--- config.mk ---
export PLATFORM = sky130hd
export DESIGN_NAME = rv32_lsu_mem_port
export DESIGN_NICKNAME = d
export VERILOG_FILES = /design/src/rtl/rv32_lsu_mem_port.sv
export SDC_FILE = /design/constraint.sdc
export NUM_CORES = 1
export LEC_CHECK = 0
export CORE_MARGIN = 4
export CORE_UTILIZATION = 45
export DETAILED_ROUTE_END_ITERATION = 12
export PLACE_DENSITY = 0.81
export SETUP_SLACK_MARGIN = 0.2
export SLEW_MARGIN = 10
export SYNTH_ARGS = -nofsm -noshare
export SYNTH_HDL_FRONTEND = slang
export SYNTH_SLANG_ARGS = --single-unit
--- constraint.sdc ---
create_clock -name clk -period 2.3 [get_ports clk]
set_input_delay 0.575 -clock clk [delete_from_list [all_inputs] [get_ports clk]]
set_output_delay 0.575 -clock clk [all_outputs]
set_load 0.02 [all_outputs]
--- src/rtl/rv32_lsu_mem_port.sv ---
// rv32_lsu_mem_port
// Bridges the RV32I load/store unit to a single-beat request/acknowledge
// memory port. One access is in flight at a time. The access is checked for
// a legal width code and natural alignment. Legal accesses are then issued as
// a word-addressed request with byte-lane enables. Load data is extracted from
// the returned word, then sign- or zero-extended.
//
// Handshake: in IDLE, a cycle with load or store high is a request and it is
// accepted on that edge. mem_req then stays high, with address, direction,
// byte enables and write data stable, until the first edge at which mem_ack
// is high (completion), or until TIMEOUT request cycles pass without mem_ack
// (abort). mem_ack outside the request phase is ignored.
//
// Ports
//   clk, rst_n          clock, asynchronous active-low reset
//   load, store         core access request (sampled only in IDLE)
//   funct3              RV32I width/sign code
//   data_addr_bus       effective byte address
//   store_data          rs2 value for stores
//   data_reg_d1         aligned, extended result of the last successful load
//   lsu_busy            access in flight (REQ, DONE or ERR)
//   lsu_done / lsu_err  one-cycle completion / rejection-or-abort pulses
//   mem_req .. mem_wdata memory request side
//   mem_rdata, mem_ack  memory response side
//   dbg_state_o         current FSM state for observation
module rv32_lsu_mem_port #(
    parameter int unsigned TIMEOUT = 255
) (
    input  logic        clk,
    input  logic        rst_n,
    input  logic        load,
    input  logic        store,
    input  logic [2:0]  funct3,
    input  logic [31:0] data_addr_bus,
    input  logic [31:0] store_data,
    output logic [31:0] data_reg_d1,
    output logic        lsu_busy,
    output logic        lsu_done,
    output logic        lsu_err,
    output logic        mem_req,
    output logic        mem_we,
    output logic [31:0] mem_addr,
    output logic [3:0]  mem_be,
    output logic [31:0] mem_wdata,
    input  logic [31:0] mem_rdata,
    input  logic        mem_ack,
    output logic [1:0]  dbg_state_o
);

    typedef enum logic [1:0] {
        S_IDLE = 2'd0,
        S_REQ  = 2'd1,
        S_DONE = 2'd2,
        S_ERR  = 2'd3
    } state_t;

    // Counter value seen in the last REQ cycle before the access is aborted.
    localparam logic [7:0] TO_LAST = 8'(TIMEOUT - 1);

    state_t      state_q, state_d;
    logic [31:0] addr_q, addr_d;
    logic [31:0] sdata_q, sdata_d;
    logic [2:0]  f3_q, f3_d;
    logic        we_q, we_d;
    logic [7:0]  cnt_q, cnt_d;
    logic [31:0] rdata_q, rdata_d;

    logic        req_legal;
    logic        in_req;
    logic [3:0]  be_lanes;
    logic [31:0] wdata_lanes;
    logic [31:0] rd_shift;
    logic [31:0] load_result;

    // Width code and natural-alignment check on the live request inputs.
    always_comb begin
        req_legal = 1'b0;
        case (funct3)
            3'b000:  req_legal = 1'b1;
            3'b001:  req_legal = ~data_addr_bus[0];
            3'b010:  req_legal = (data_addr_bus[1:0] == 2'b00);
            3'b100:  req_legal = load;
            3'b101:  req_legal = load & ~data_addr_bus[0];
            default: req_legal = 1'b0;
        endcase
        if (load && store) begin
            req_legal = 1'b0;
        end
    end

    // Lane mask and replicated store data from the registered access.
    always_comb begin
        be_lanes    = 4'b1111;
        wdata_lanes = sdata_q;
        case (f3_q[1:0])
            2'b00: begin
                be_lanes    = 4'b0001 << addr_q[1:0];
                wdata_lanes = {4{sdata_q[7:0]}};
            end
            2'b01: begin
                be_lanes    = 4'b0011 << {addr_q[1], 1'b0};
                wdata_lanes = {2{sdata_q[15:0]}};
            end
            default: begin
                be_lanes    = 4'b1111;
                wdata_lanes = sdata_q;
            end
        endcase
    end

    // Bring the addressed lane down to bit 0. A legal halfword has addr[0]=0,
    // so shifting by the full byte offset also selects the right half.
    assign rd_shift = mem_rdata >> {addr_q[1:0], 3'b000};

    always_comb begin
        load_result = mem_rdata;
        case (f3_q)
            3'b000:  load_result = {{24{rd_shift[7]}}, rd_shift[7:0]};
            3'b100:  load_result = {24'd0, rd_shift[7:0]};
            3'b001:  load_result = {{16{rd_shift[15]}}, rd_shift[15:0]};
            3'b101:  load_result = {16'd0, rd_shift[15:0]};
            default: load_result = mem_rdata;
        endcase
    end

    always_comb begin
        state_d = state_q;
        addr_d  = addr_q;
        sdata_d = sdata_q;
        f3_d    = f3_q;
        we_d    = we_q;
        cnt_d   = cnt_q;
        rdata_d = rdata_q;
        case (state_q)
            S_IDLE: begin
                if (load || store) begin
                    addr_d  = data_addr_bus;
                    sdata_d = store_data;
                    f3_d    = funct3;
                    we_d    = store;
                    cnt_d   = 8'd0;
                    state_d = req_legal ? S_REQ : S_ERR;
                end
            end
            S_REQ: begin
                // An ack always wins over an expiring counter.
                if (mem_ack) begin
                    state_d = S_DONE;
                    if (!we_q) begin
                        rdata_d = load_result;
                    end
                end else if (cnt_q == TO_LAST) begin
                    state_d = S_ERR;
                end else begin
                    cnt_d = cnt_q + 8'd1;
                end
            end
            S_DONE:  state_d = S_IDLE;
            S_ERR:   state_d = S_IDLE;
            default: state_d = S_IDLE;
        endcase
    end

    always_ff @(posedge clk or negedge rst_n) begin
        if (!rst_n) begin
            state_q <= S_IDLE;
            addr_q  <= 32'd0;
            sdata_q <= 32'd0;
            f3_q    <= 3'd0;
            we_q    <= 1'b0;
            cnt_q   <= 8'd0;
            rdata_q <= 32'd0;
        end else begin
            state_q <= state_d;
            addr_q  <= addr_d;
            sdata_q <= sdata_d;
            f3_q    <= f3_d;
            we_q    <= we_d;
            cnt_q   <= cnt_d;
            rdata_q <= rdata_d;
        end
    end

    // Request outputs decode straight from the state register, so an
    // asynchronous reset removes mem_req in the same cycle.
    assign in_req      = (state_q == S_REQ);
    assign mem_req     = in_req;
    assign mem_we      = in_req & we_q;
    assign mem_addr    = in_req ? {addr_q[31:2], 2'b00} : 32'd0;
    assign mem_be      = in_req ? be_lanes : 4'd0;
    assign mem_wdata   = (in_req && we_q) ? wdata_lanes : 32'd0;
    assign data_reg_d1 = rdata_q;
    assign lsu_busy    = (state_q != S_IDLE);
    assign lsu_done    = (state_q == S_DONE);
    assign lsu_err     = (state_q == S_ERR);
    assign dbg_state_o = state_q;

endmodule

==> out/qor.log, run 1 <==
[run_status] run status finished clean
[logic_synthesis] netlist area before placement 5607 um^2
[pwr] Comb pwr share 59.0%
[final_layout] diodes inserted 0
[placement] Final Wtd Congestion 0.9370
[route] DRC viols 0
[timing] worst slew slack as a fraction of its limit 61.29%
[timing] final setup skew 0.008398 ns
[setup_path] endpoint of the worst register-to-register path data_reg_d1[11]$_DFFE_PN0P_
[pwr] Power Internal 7.083 mW
[logic_synthesis] arithmetic-cell share of the synthesized area counting full adders, half adders and majority gates 0.4463%
[logic_synthesis] synthesized area per cell 10.46 um^2
[clocking] Reg clk slew, reported paths 0.07 ns
[logic_synthesis] multiplexer area fraction after synthesis 19.64%
[final_layout] area added between synthesis and finish 54.30%
[pwr] power spent charging and discharging nets 5.181 mW
[logic_synthesis] Synth top area share 49.10%
[timing] maximum clock frequency 461.9 MHz
[pwr] worst ir drop on vdd 712.4 uV
[pwr] power density over cell area 1418 nW/um^2
[grt] total routing usage reported by global routing 25.16%
[logic_synthesis] Ys Warns 0
[run] number of max-capacitance violations reported 0
[logic_synthesis] post-synthesis simple-gate area fraction 16.07%
[timing] final setup TNS 0 ns
[setup_path] number of cell instances on the worst register-to-register path 6
[clocking] Clk Latency, worst-skew pair 0.35 ns
[logic_synthesis] instance count of the mapped netlist 536
[route] sum of routed wire segments on met1 7.136 mm
[logic_synthesis] number of flops mapped to enable cells by yosys 0
[die] overall die area 14310 um^2
[die] boundary pin count 211
[clocking] Hold Buf Count CTS 0
[route] WL/cell 20.13 um
[route] metal2 WL 9.329 mm
[die] Die Wd 119.6 um
[setup_path] critical path data required time 1.73 ns
[setup_path] Crit Path Class reg2out
[placement] placed cell count 912
[timing] Hold WS 0.2138 ns
[clocking] number of buffers inserted during clock tree synthesis 9
[clocking] buffer depth of the longest clock path 2
[route] antenna viol nets, final 0
[logic_synthesis] Compound-Gate Fraction of Synth Area 10.62%
[clocking] CTS H-tree depth 3
[route] via count 5156
[worst_hold_path] Tightest Hold Check Type in2async
[logic_synthesis] dominant synthesized flop cell sky130_fd_sc_hd__dfrtp_1
[clocking] clock root cell sky130_fd_sc_hd__clkbuf_16
[timing] final hold vios 0
[die] floorplan core area 12110 um^2
[setup_path] type of element capturing the critical path output pin
[setup_path] data arrival time of the critical path 1.59 ns
[clocking] TritonCTS clock tree done
[route] routed length on met3 1.869 mm
[final_layout] fraction of layout instances using a drive strength above 1 33.33%
[final_layout] nets@finish 869
[grt] number of global-route vias before repair 5546
[route] detail-routed via count per cell 5.509
[timing] Slew Limit Fails 0
[setup_path] largest driver fanout on the critical path 5
[logic_synthesis] Yosys top cell by area sky130_fd_sc_hd__dfrtp_1
[timing] fin crit share 94.13%
[final_layout] number of inserted filler cells in the final layout 917
[grt] first-pass GRT wire length 28.57 mm
[grt] largest net degree at the start of global routing 42
[pwr] Sequential Power Share 29.0%
[pwr] Leakage 3.792 nW
[logic_synthesis] post-synthesis sequential area ratio 49.10%
[final_layout] Cell Count, Final, Fillers Out 936
[timing] Final Setup Violations 0
[logic_synthesis] number of storage elements in the synthesis netlist 110
[timing] post-route minimum period 2.165 ns
[die] die height 119.6 um
[logic_synthesis] top cells by area in the synthesized netlist sky130_fd_sc_hd__dfrtp_1, sky130_fd_sc_hd__mux2_2, sky130_fd_sc_hd__and2_1
[route] drt total wl 18.84 mm
[grt] antenna violations before repair 0
[route] top layer in use met4
[grt] total gr overflow 0
[placement] post-DP HPWL 13.27 mm
[timing] RSZ-0062 raised after global routing yes
[logic_synthesis] Cell variety after synth 46
[logic_synthesis] xor/xnor share of the synthesized area 0%
[setup_path] register-to-register path setup slack 0.34 ns
[logic_synthesis] top post-synthesis cells by count sky130_fd_sc_hd__dfrtp_1, sky130_fd_sc_hd__mux2_2, sky130_fd_sc_hd__nor2_1, sky130_fd_sc_hd__nand3_1, sky130_fd_sc_hd__nand2_1
[setup_path] kind of start point of the critical path flop
[placement] number of buffers inserted by port buffering 208
[route] DRT Pass-1 Iters 5
[pwr] switching fraction of total power 42.24%
[setup_path] worst reg2reg startpoint f3_q[1]$_DFFE_PN0P_
[logic_synthesis] most repeated cell in the gate-level netlist after synthesis sky130_fd_sc_hd__dfrtp_1
[pwr] Total Power 12.26 mW
[pwr] clock network fraction of total power 12.1%
[logic_synthesis] ys async rst share 100.0%
[die] FP Rows 40
[clocking] number of clock sinks seen by CTS 110
[route] DRT iter0 DRCs 489
[die] Initial Utilization 46.29%
[timing] pin slew with the least headroom to its limit 0.5806 ns
[logic_synthesis] dominant combinational cell family by area after synthesis multiplexers
==> cell type report <==
class                      instances  area (um^2)  share of cell area (%)
multi-input combinational        378         2919                   33.74
timing repair buffer             256         2459                   28.42
clock inverter                     3        20.02                  0.2314
clock buffer                      13        250.2                   2.893
inverter                           8        37.54                  0.4339
tap                              168        210.2                   2.430
sequential                       110         2755                   31.85
==> sequential cells by signal, indices dropped and copies added (netlist names) <==
register     flops
we_q             1
addr_q          32
f3_q             3
dbg_state_o      2
cnt_q            8
sdata_q         32
data_reg_d1     32
==> critical path, cell delays in order (launching register included) <==
cell                      delay (ns)
sky130_fd_sc_hd__dfrtp_2        0.44
sky130_fd_sc_hd__buf_6          0.15
sky130_fd_sc_hd__mux2i_1        0.22
sky130_fd_sc_hd__nor2_1         0.06
sky130_fd_sc_hd__a21oi_1        0.14
sky130_fd_sc_hd__nor2_1         0.08
sky130_fd_sc_hd__buf_4          0.16
==> worst max-delay path by stage <==
stage,cells past startpoint,slack [ns],from,endpoint
2_1_floorplan,5,0.13,dbg_state_o[1]$_DFFE_PN0P_,mem_wdata[13]
3_3_place_gp,5,0.02,dbg_state_o[1]$_DFFE_PN0P_,mem_wdata[4]
3_5_place_dp,5,0.02,dbg_state_o[1]$_DFFE_PN0P_,mem_addr[10]
4_1_cts,5,0.08,dbg_state_o[1]$_DFFE_PN0P_,mem_wdata[4]
5_1_grt,6,0.07,f3_q[0]$_DFFE_PN0P_,mem_wdata[30]
6_report,6,0.14,f3_q[0]$_DFFE_PN0P_,mem_wdata[30]
==> cells in the final DEF (no fill, tap or decap), types with 3 or more instances in the layout <==
cell,n
sky130_fd_sc_hd__o211ai_1,3
sky130_fd_sc_hd__a21oi_4,7
sky130_fd_sc_hd__nor2_1,28
sky130_fd_sc_hd__buf_4,36
sky130_fd_sc_hd__dlygate4sd2_1,3
sky130_fd_sc_hd__buf_12,9
sky130_fd_sc_hd__a21oi_1,19
sky130_fd_sc_hd__nand2_1,37
sky130_fd_sc_hd__buf_6,26
sky130_fd_sc_hd__dfrtp_1,108
sky130_fd_sc_hd__and3_1,9
sky130_fd_sc_hd__clkbuf_1,3
sky130_fd_sc_hd__a222oi_1,5
sky130_fd_sc_hd__buf_2,41
sky130_fd_sc_hd__nand4_1,3
sky130_fd_sc_hd__nor2_4,13
sky130_fd_sc_hd__nor2b_1,4
sky130_fd_sc_hd__mux2i_2,5
sky130_fd_sc_hd__nand3_1,40
sky130_fd_sc_hd__clkdlybuf4s50_1,135
sky130_fd_sc_hd__a21oi_2,8
sky130_fd_sc_hd__o21a_1,8
sky130_fd_sc_hd__clkbuf_16,11
sky130_fd_sc_hd__mux2_2,78
sky130_fd_sc_hd__o21ai_0,21
sky130_fd_sc_hd__inv_1,6
sky130_fd_sc_hd__nor3_1,4
sky130_fd_sc_hd__and2_1,31
sky130_fd_sc_hd__a22oi_1,9
sky130_fd_sc_hd__mux2i_1,13
==> per-layer routing <==
metal | global-route usage (%) | vias to the layer above
met3 | 7.399 | 40
met1 | 30.24 | 2490
met2 | 41.91 | 290
li1 | - | 2336
met4 | 11.17 | 0
met5 | 0 | -
==> logic make-up (layout without fill, tap and decap cells) <==
family          count (synthesis)  after routing
compound gates                 93             93
fa+ha+maj                       2              2
buf+inv                        49            280
flops                         110            110
mux                            99             99
other cells                     1              2
simple gates                  182            182
==> what timing repair did <==
action | in CTS | in global routing
buffers inserted | 0 | 3
endpoints found under the setup margin | 71 | 69
gates cloned | 2 | 3
resized for setup | 300 | 102
pin swaps | 0 | 11
==> power by group through the flow <==
| stage | Sequential (mW) | Clock, mW | Combinational (mW) |
|---|---|---|---|
| after CTS | 3.50 | 1.51 | 6.70 |
| after global routing | 3.67 | 1.59 | 7.70 |
| after floorplan | 3.63 | 0 | 3.54 |
| final | 3.55 | 1.48 | 7.23 |
| after detailed placement | 3.50 | 0 | 6.55 |
| after global placement | 3.46 | 0 | 6.40 |
==> stage by stage <==
step | area (um^2) | util [%] | setup slack [ns]
after floorplan | 5618 | - | 0.1285
final | 8651 | 71.43 | 0.1350
after CTS | 8488 | 70.08 | 0.07919
after global placement | 8110 | 66.96 | 0.02230
after global routing | 8651 | 71.43 | 0.07400
after detailed placement | 8110 | 66.96 | 0.01569
Power figures use the tool's default switching activity.
==> run 2, diff against run 1 <==
--- a/config.mk
+++ b/config.mk
@@ -7,6 +7,7 @@
 export LEC_CHECK = 0
 export CORE_MARGIN = 4
 export CORE_UTILIZATION = 45
+export CTS_CLUSTER_SIZE = 12
 export DETAILED_ROUTE_END_ITERATION = 12
 export PLACE_DENSITY = 0.81
 export SETUP_SLACK_MARGIN = 0.2
==> results of run 2 <==
Same layout as run 1: the final DEF is identical, and so are final timing and power.
